<file path="config.mk">
export PLATFORM = sky130hd
export DESIGN_NAME = game_sprite_engine
export DESIGN_NICKNAME = d
export VERILOG_FILES = /design/src/rtl/game_sprite_engine.sv
export SDC_FILE = /design/constraint.sdc
export NUM_CORES = 1
export LEC_CHECK = 0
export CORE_ASPECT_RATIO = 0.7
export CORE_MARGIN = 4
export CORE_UTILIZATION = 50
export CTS_CLUSTER_DIAMETER = 80
export DETAILED_ROUTE_END_ITERATION = 6
export PLACE_DENSITY_LB_ADDON = 0.1
export SLEW_MARGIN = 10
export SYNTH_ARGS = -nofsm -noshare
export SYNTH_HDL_FRONTEND = slang
export SYNTH_SLANG_ARGS = --single-unit
</file>
<file path="constraint.sdc">
create_clock -name clk -period 2.9 [get_ports clk]
set_clock_uncertainty 0.2 [all_clocks]
set_input_delay 0.29 -clock clk [delete_from_list [all_inputs] [get_ports clk]]
set_output_delay 0.29 -clock clk [all_outputs]
set_load 0.02 [all_outputs]
</file>
<file path="src/rtl/game_sprite_engine.sv">
// One sprite: holds position/velocity, steps it once per frame, retires it when
// it leaves the screen, and drives a registered pixel enable/colour to the mixer.
module game_sprite_engine #(
  parameter int          X_WIDTH       = 10,
  parameter int          Y_WIDTH       = 10,
  parameter int          SCREEN_WIDTH  = 640,
  parameter int          SCREEN_HEIGHT = 480,
  parameter int          D_WIDTH       = 4,
  parameter logic [2:0]  SPRITE_RGB    = 3'b111,
  parameter logic [63:0] SPRITE_BITMAP = 64'hFF81_8181_8181_81FF
) (
  input  logic               clk,
  input  logic               reset,
  input  logic               display_on,
  input  logic [X_WIDTH-1:0] x,
  input  logic [Y_WIDTH-1:0] y,
  input  logic               start,
  input  logic               stop,
  input  logic               update_en,
  input  logic [X_WIDTH-1:0] start_x,
  input  logic [Y_WIDTH-1:0] start_y,
  input  logic [D_WIDTH-1:0] start_dx,
  input  logic [D_WIDTH-1:0] start_dy,
  output logic [X_WIDTH-1:0] sprite_x,
  output logic [Y_WIDTH-1:0] sprite_y,
  output logic               active,
  output logic               off_screen,
  output logic               sprite_en,
  output logic [2:0]         sprite_rgb
);

  localparam logic [0:0] STATE_HIDDEN = 1'b0;
  localparam logic [0:0] STATE_ACTIVE = 1'b1;

  logic [0:0]         state;
  logic [D_WIDTH-1:0] dx;
  logic [D_WIDTH-1:0] dy;
  logic               moved;

  logic               frame_tick;
  logic [X_WIDTH-1:0] dx_ext;
  logic [Y_WIDTH-1:0] dy_ext;
  logic               beyond_edge;

  assign active = (state == STATE_ACTIVE);

  // x advances every clock, so this matches for exactly one cycle per frame.
  assign frame_tick  = (x == '0) && (y == Y_WIDTH'(SCREEN_HEIGHT));
  assign dx_ext      = {{(X_WIDTH-D_WIDTH){dx[D_WIDTH-1]}}, dx};
  assign dy_ext      = {{(Y_WIDTH-D_WIDTH){dy[D_WIDTH-1]}}, dy};
  // Underflow past 0 wraps to a large value, so one compare covers all four edges.
  assign beyond_edge = (sprite_x >= X_WIDTH'(SCREEN_WIDTH)) ||
                       (sprite_y >= Y_WIDTH'(SCREEN_HEIGHT));

  always_ff @(posedge clk) begin
    if (reset) begin
      state      <= STATE_HIDDEN;
      sprite_x   <= '0;
      sprite_y   <= '0;
      dx         <= '0;
      dy         <= '0;
      moved      <= 1'b0;
      off_screen <= 1'b0;
    end else begin
      off_screen <= 1'b0;
      moved      <= 1'b0;
      if (start) begin
        state    <= STATE_ACTIVE;
        sprite_x <= start_x;
        sprite_y <= start_y;
        dx       <= start_dx;
        dy       <= start_dy;
      end else if (stop) begin
        state <= STATE_HIDDEN;
      end else if (moved && active && beyond_edge) begin
        state      <= STATE_HIDDEN;
        off_screen <= 1'b1;
      end else if (frame_tick && active && update_en) begin
        sprite_x <= sprite_x + dx_ext;
        sprite_y <= sprite_y + dy_ext;
        moved    <= 1'b1;
      end
    end
  end

  logic [X_WIDTH-1:0] col;
  logic [Y_WIDTH-1:0] row;
  logic [5:0]         pix_idx;
  logic               hit;

  assign col     = x - sprite_x;
  assign row     = y - sprite_y;
  // Row 0 lives in the top byte with column 0 as its MSB: index 63 - (row*8 + col).
  assign pix_idx = ~{row[2:0], col[2:0]};
  assign hit     = active && display_on &&
                   (col < X_WIDTH'(8)) && (row < Y_WIDTH'(8)) &&
                   SPRITE_BITMAP[pix_idx];

  always_ff @(posedge clk) begin
    if (reset) begin
      sprite_en  <= 1'b0;
      sprite_rgb <= 3'b000;
    end else begin
      sprite_en  <= hit;
      sprite_rgb <= hit ? SPRITE_RGB : 3'b000;
    end
  end

endmodule

</file>
==> results of run 1 <==
-- sequential cells by signal, indices dropped and copies added, names as in the netlist --
name / cells
off_screen: 1
dy: 4
moved: 1
active: 1
sprite_y: 10
sprite_rgb: 1
sprite_x: 10
dx: 4
-- synth_stat cells (all sizes together) (10+ instances only) --
cell type	n
nor2	43
a211oi	15
inv	30
nor4	10
xor2	12
o21ai	14
nand2	24
mux2i	23
dfxtp	32
clkbuf	10
ha	36
a21oi	19
-- cells by family after synthesis --
kind of cell | after synthesis
AND/OR/NAND/NOR | 123
flip-flops | 32
adder cells (fa/ha/maj) | 40
AO/OA/AOI/OAI | 99
multiplexers | 23
buffers and inverters | 45
XOR/XNOR | 20
-- final timing paths --
check	start	end	slack, ns
max reg2reg	sprite_y[5]	sprite_rgb[1]	0.25
min reg2reg	dx[2]	dx[2]	0.30
min	dx[2]	dx[2]	0.30
max	y[0]	sprite_rgb[1]	0.21
-- stage by stage --
stage	util [%]	power, uW	setup TNS (ns)
floorplan	-	839.1	0
global placement	68.73	1041	-0.002325
detailed placement	68.73	1059	-0.1134
CTS	70.38	1441	0
global route	70.46	1525	0
finish	70.46	1443	0
-- layout make-up --
cell class / instances / area [sq um]
Inverter: 30 / 112.6
Timing Repair Buffer: 94 / 915.9
Sequential cell: 32 / 640.6
Fill cell: 503 / 1734
Multi-Input combinational cell: 305 / 2277
Clock buffer: 7 / 96.34
Tap cell: 75 / 93.84
-- where the power goes --
| group | switching, uW | internal [uW] | total, uW |
|---|---|---|---|
| Sequential | 34.9 | 465 | 500 |
| Combinational | 286 | 279 | 564 |
| Clock | 167 | 211 | 378 |
-- layer usage --
metal	GRT usage, %	vias to the layer above	share of wire (%)
li1	-	1567	-
met1	36.84	1484	47
met2	38.16	128	44
met3	4.080	14	7.3
met4	5.968	0	1.1
met5	0	-	0
-- critical path, stage by stage --
cell and delay (ns):
clkdlybuf4s50_1 0.48, inv_1 0.05, ha_1 0.22, fa_1 0.41, xnor2_1 0.22, mux2i_1 0.12, a211oi_2 0.22, o2111ai_1 0.12
nor4_1 0.28, nand4_1 0.12, nor4_1 0.16
-- layout by cell type, fill, tap and decap left out, types with 3 or more instances in the layout --
master / netlist / layout
a211o_1: 3 / 3
a211oi_1: 15 / 14
a21boi_0: 4 / 3
a21o_1: 5 / 5
a21oi_1: 19 / 19
buf_4: 3 / 14
clkbuf_8: 0 / 7
clkdlybuf4s50_1: 0 / 79
dfxtp_1: 32 / 32
fa_1: 4 / 4
ha_1: 36 / 36
inv_1: 30 / 30
mux2i_1: 23 / 23
nand2_1: 24 / 24
nand2b_1: 7 / 7
nand3_1: 3 / 3
nor2_1: 43 / 43
nor2b_1: 5 / 5
nor3_1: 9 / 9
nor4_1: 9 / 9
o2111ai_1: 3 / 3
o21a_1: 9 / 9
o21ai_0: 14 / 14
o22ai_1: 7 / 7
o41ai_1: 3 / 3
xnor2_1: 8 / 8
xor2_1: 12 / 12
-- repair_timing --
action / CTS / global route
gates resized for setup: 0 / 2
hold endpoints to repair: 0 / 0
hold buffers: 0 / 0
endpoints found under the setup margin: 0 / 1
==> metrics.txt, run 1 <==
status completed; Post-Route WL 9247 um; RD Place Congestion 0.9677; # H-tree levels 2; WP data arrival 2.68 ns; Final min period 2.688 ns; maximum clock rate 372.0 MHz; share of cells above drive strength 1 6.838%; xor/xnor share of the synthesized area 5.650%; P&R area growth vs syn 33.41%; sequential area share after synthesis 20.66%; final worst-path cycle share 92.70%; ant diodes 0; Synth area leaders dfxtp_1 (21%), ha_1 (15%), mux2i_1 (7.4%), nor2_1 (5.2%), a211oi_1 (3.6%); initial core utilization 52.81%; ANT nets after route 0; Hold WC Path Type reg -> reg; Synth area leader dfxtp_1; PnR worst setup slack 0.2118 ns; Final Non-Filler Cells 543; Required @ worst endpoint 2.90 ns; clock root buffer clkbuf_8; Power Density 348.8 nW/um^2; worst hold stages 2; All-Layer GR Usage 25.05%; number of synthesized flops with an enable pin 0; Clock Tree Buf Depth 2; Overflow after GRT 0; Max Cap Viol 0; largest family of logic cells by synthesized area compound AO/OA/AOI/OAI gates; mux share of post-synthesis cell area 7.425%; WL/cell 17.03 um; Num CTS Buffers 5; HPWL after DPL 7520 um; Worst-Margin Slew 0.7712 ns; synth warn 0; core area 5871 sq um; largest net degree at the start of global routing 34; Worst-path clk slew 0.07 ns; relative slew slack 48.53%; fraction of the mapped netlist area in adder cells 17.11%; startpoint types primary input; crit path max fanout 2; initial antenna violation count 0; Cell variety after synth 54; layout net count 562; post-synth top area share 20.66%; setup bufs post-CTS 0; Mapped Area 3100 sq um; post-route cell area 4136 sq um; leakage power 0.001710 uW; worst IR drop on VDD 0.2107 mV; Seq cells post-synth 32; Port Buffers 79; Area after DPL 4035 sq um; Synthesized Nets 476; Hold Slack 0.3015 ns; Die X 102.1 um; CP endpoint kind register; number of I/O pins 80; global-route wire length before repair 14840 um; Die ar. 7545 sq um; vias in the first global route 3012; fraction of registers with async set/reset 0%; Max Slew Vio Count 0; Inst Count DP 536; critical path class in -> reg; final hold violation count 0; Pre-antenna DRT Iters 5; pre-CTS setup slack -0.1134 ns; via count 3193; clk sinks 32; Vias/cell 5.880; simple-gate share of the synthesized area 20.82%; clock latency on the worst-skew pair 0.28 ns; syn_area_per_cell 8.116 sq um; DIE HEIGHT 73.89 um; Post-synth top flop dfxtp_1; DRC viols 0; compound-cell area share of the yosys netlist 22.28%; # setup viols final 0; FF-to-FF path depth 9; Rows 23; Initial DRC Count 190; synthesized netlist cell count 382; RSZ-0062 raised after global routing no; CTS tree built
Note: power is estimated with default switching activity, not from simulation.
==> run 2, diff against run 1 <==
--- a/config.mk
+++ b/config.mk
@@ -11,6 +11,7 @@
 export CTS_CLUSTER_DIAMETER = 80
 export DETAILED_ROUTE_END_ITERATION = 6
 export PLACE_DENSITY_LB_ADDON = 0.1
+export SETUP_SLACK_MARGIN = 0.2
 export SLEW_MARGIN = 10
 export SYNTH_ARGS = -nofsm -noshare
 export SYNTH_HDL_FRONTEND = slang
==> metrics.txt, run 2 (synthesis gave the netlist of run 1 again) <==
worst hold stages 2; Max Slew Vio Count 0; initial antenna violation count 0; biggest regs sprite_x x10, sprite_y x10; status completed; DRC viols 0; relative slew slack 48.91%; Required @ worst endpoint 2.90 ns; global-route wire length before repair 14810 um; post-route cell area 4158 sq um; Worst-Margin Slew 0.7655 ns; FF-to-FF path depth 9; final core occ 70.82%; Num CTS Buffers 5; All-Layer GR Usage 25.03%; Rows 23; share of cells above drive strength 1 7.906%; final worst-path cycle share 91.65%; critical path class in -> reg; clk sinks 32; via count 3216; Vias/cell 5.923; RSZ-0062 raised after global routing yes; Die ar. 7545 sq um; final hold violation count 0; DIE HEIGHT 73.89 um; Pre-antenna DRT Iters 6; worst IR drop on VDD 0.2105 mV; Final min period 2.658 ns; startpoint types primary input; commonest non-fill, non-tap cells in the layout clkdlybuf4s50_1 (78), nor2_1 (43), ha_1 (34); number of I/O pins 80; HPWL after DPL 7520 um; Worst Path Buf+Inv 2; setup bufs post-CTS 0; P&R area growth vs syn 34.10%; WL/cell 17.30 um; Die X 102.1 um; Overflow after GRT 0; Port Buffers 79; cell family with most CP delay simple AND/OR/NAND/NOR gates; core area 5871 sq um; Clock Tree Buf Depth 2; Hold EP dx[2]; slowest cell on the critical path fa_2; ANT nets after route 0; min-delay src dx[2]; FF-to-FF Start sprite_y[2]; Area after DPL 4035 sq um; worst-path cell chain clkdlybuf4s50_1 > inv_1 > ha_2 > fa_2 > and2_1 > mux2i_1 > a211oi_2 > o2111ai_1 > nor4_1 > nand4_1 > nor4_2; worst reg-to-reg setup slack 0.25 ns; ant diodes 0; largest net degree at the start of global routing 34; layout net count 562; CP endpoint kind register; Crit path largest cell delay 0.53 ns; Max Cap Viol 0; vias in the first global route 3007; Initial DRC Count 208; Hold WC Path Type reg -> reg; CTS tree built; # setup viols final 0; clock latency on the worst-skew pair 0.29 ns; initial core utilization 52.81%; Worst-path clk slew 0.06 ns; Power Density 348.1 nW/um^2; RD Place Congestion 0.9677; clock root buffer clkbuf_8; WP data arrival 2.66 ns; leakage power 0.001713 uW; Post-Route WL 9395 um; reg2reg end sprite_rgb[1]; # H-tree levels 2; most common cell after layout, fill and taps aside clkdlybuf4s50_1; crit path max fanout 2; maximum clock rate 376.2 MHz
## run 2: final cells by class
class / instances / area, sq um
repair buffers: 94 / 914.6
fillers: 504 / 1713
inverters: 30 / 112.6
well taps: 75 / 93.84
clock buffers: 7 / 96.34
flip-flops and latches: 32 / 640.6
multi-input cells: 305 / 2300
## run 2: metrics by stage
| step | TNS [ns] | total power, uW | cells | setup WS [ns] | hold WS, ns |
|---|---|---|---|---|---|
| after floorplan | 0 | 839.1 | 382 | 0.3974 | 0.1667 |
| after global placement | -0.002325 | 1041 | 536 | -0.002325 | 0.2825 |
| after detailed placement | -0.1134 | 1059 | 536 | -0.1134 | 0.2831 |
| after CTS | 0 | 1442 | 543 | 0.2003 | 0.2999 |
| after global routing | 0 | 1529 | 543 | 0.03976 | 0.3172 |
| final | 0 | 1447 | 543 | 0.2420 | 0.3012 |
## run 2: how the worst max path moves through the flow
stage	from	to	slack, ns	cells past startpoint
global route	sprite_y[5]	sprite_rgb[1]	0.04	9
CTS	y[0]	sprite_rgb[1]	0.20	11
global placement	y[0]	sprite_rgb[1]	-0.002	11
finish	y[0]	sprite_rgb[1]	0.24	11
detailed placement	x[0]	sprite_rgb[1]	-0.11	11
floorplan	sprite_y[2]	sprite_rgb[1]	0.40	9
## run 2: repair_timing
item	4_1_cts	5_1_grt
hold buffers	0	0
endpoints found under the setup margin	1	3
pin swaps	9	0
resized for setup	4	4
## run 2: routing by layer
metal / vias to the layer above / part of all wire (%) / global-route usage (%)
met4: 0 / 1.3 / 5.968
met3: 18 / 7.4 / 4.080
met2: 135 / 44 / 38.08
met5: - / 0 / 0
li1: 1565 / - / -
met1: 1498 / 47 / 36.84
## run 2: power breakdown
group          total [uW]  internal (uW)  switching [uW]
clock network         379            211             167
registers             501            465            35.2
logic                 568            279             289
total                1450            956             491
## run 2: worst min-delay path, stage by stage (launching register included)
cell,delay (ns)
dfxtp_1,0.33
mux2i_1,0.07
nor2_1,0.07
==> run 3, diff against run 2 <==
--- a/config.mk
+++ b/config.mk
@@ -6,7 +6,7 @@
 export NUM_CORES = 1
 export LEC_CHECK = 0
 export CORE_ASPECT_RATIO = 0.7
-export CORE_MARGIN = 4
+export CORE_MARGIN = 5
 export CORE_UTILIZATION = 50
 export CTS_CLUSTER_DIAMETER = 80
 export DETAILED_ROUTE_END_ITERATION = 6
==> constraint.sdc (replaced) <==
create_clock -name clk -period 2.7 [get_ports clk]
set_clock_uncertainty 0.2 [all_clocks]
set_input_delay 0.27 -clock clk [delete_from_list [all_inputs] [get_ports clk]]
set_output_delay 0.27 -clock clk [all_outputs]
set_load 0.02 [all_outputs]
==> metrics.txt, run 3 (synthesis gave the netlist of run 1 again) <==
area of the multi-input gates 2371 sq um; Met2 Routed Length 4577 um; layout net count 586; core area 6126 sq um; Max Slew Vio Count 0; final hold violation count 0; Power Density 386.4 nW/um^2; Die X 104.1 um; All-Layer GR Usage 24.68%; share of cells above drive strength 1 16.02%; Overflow after GRT 0; DIE HEIGHT 75.89 um; internal power 1165 uW; HPWL after DPL 7772 um; switching share of power 32.39%; Worst-Margin Slew 0.7319 ns; # setup viols final 0; clk sinks 32; Worst-path clk slew 0.07 ns; most common cell after layout, fill and taps aside clkdlybuf4s50_1; FILL cells 512; final worst-path cycle share 92.48%; initial antenna violation count 0; Post-Route WL 9896 um; Die ar. 7901 sq um; post-route cell area 4458 sq um; via count 3324; maximum clock rate 400.5 MHz; pre-CTS setup slack -0.3525 ns; status completed; Num CTS Buffers 5; WL/cell 17.33 um; # H-tree levels 2; Final min period 2.497 ns; Psw 557.9 uW; WL met3 670 um; global-route wire length before repair 15640 um; WL met1 4558 um; Post-CTS Hold Buffers 0; Pre-antenna DRT Iters 5; commonest non-fill, non-tap cells in the layout clkdlybuf4s50_1 (75), nor2_1 (43), buf_4 (38); number of I/O pins 80; worst IR drop on VDD 0.2128 mV; PnR worst setup slack 0.2031 ns; Hold Slack 0.2927 ns; P&R area growth vs syn 43.79%; Vias/cell 5.821; TNS Setup 0 ns; clock root buffer clkbuf_8; largest net degree at the start of global routing 34; WP data arrival 2.50 ns; Required @ worst endpoint 2.70 ns; worst reg-to-reg setup slack 0.20 ns; CP endpoint kind register; vias in the first global route 3109; top sig layer met4; Clock Tree Buf Depth 2; Initial DRC Count 213; Port Buffers 79; ant diodes 0; Gate power share 39.1%; DRC viols 0; Rows 24; RD Place Congestion 1.008; register area 651.9 sq um; Flop pwr share 30.8%; Max Cap Viol 0; initial core utilization 50.61%; CTS tree built; Hold WC Path Type reg -> reg; leakage power 0.001875 uW; critical path class reg -> reg; RSZ-0062 raised after global routing yes; clock latency on the worst-skew pair 0.29 ns; relative slew slack 51.15%; ANT nets after route 0; startpoint types register; power share of the clock group 30.1%; crit path max fanout 5; biggest regs sprite_x x10, sprite_y x10; Area after DPL 4198 sq um
run 3: changes by cell type in the layout (fill, tap and decap cells not counted), sizes merged:
cell | previous run | this run
bufinv | 0 | 1
clkdlybuf4s50 | 78 | 75
buf | 15 | 39
dlygate4sd2 | 1 | 2
dlymetal6s2s | 0 | 2
run 3: layout make-up:
type | count | area share [%]
Sequential cell | 32 | 14.62
Clock buffer | 7 | 2.161
Multi-Input combinational cell | 305 | 53.19
Tap cell | 78 | 2.189
Timing Repair Buffer | 118 | 24.64
Inverter | 30 | 2.526
Clock inverter | 1 | 0.6736
run 3: metal layers:
metal | track usage, % | vias up
met5 | 0 | -
met4 | 5.172 | 0
met3 | 4.149 | 10
met2 | 41.45 | 139
met1 | 34.00 | 1550
li1 | - | 1625
run 3: worst paths after layout:
kind | startpoint | endpoint | depth (start not counted)
min reg2reg | moved | off_screen | 2
max reg2reg | sprite_y[5] | sprite_rgb[1] | 9
min | moved | off_screen | 2
max | sprite_y[5] | sprite_rgb[1] | 9
run 3: what timing repair did:
action,4_1_cts,5_1_grt
setup buffers,1,2
pin swaps,10,11
cloned,0,0
resized for setup,13,21
setup endpoints to repair,3,8
endpoints found under the hold margin,0,0
run 3: worst max-delay path, stage by stage (launching register included):
cell,delay (ns)
dfxtp_1,0.43
inv_1,0.07
ha_1,0.34
buf_4,0.18
o2111a_1,0.13
or3_1,0.36
a21o_1,0.19
a21oi_1,0.17
xnor2_1,0.10
nor4_1,0.25
run 3: through the flow:
step	instances	power, uW	util (%)
5_1_grt	571	1809	72.77
4_1_cts	569	1698	71.22
3_5_place_dp	560	1169	68.53
2_1_floorplan	382	901.4	-
6_report	571	1722	72.77
3_3_place_gp	560	1151	68.53
run 3: power groups by stage:
stage / registers (uW) / clock network [uW] / logic (uW)
finish: 531 / 518 / 674
global route: 533 / 540 / 736
CTS: 530 / 527 / 641
detailed placement: 541 / 0 / 628
global placement: 541 / 0 / 610
floorplan: 562 / 0 / 340
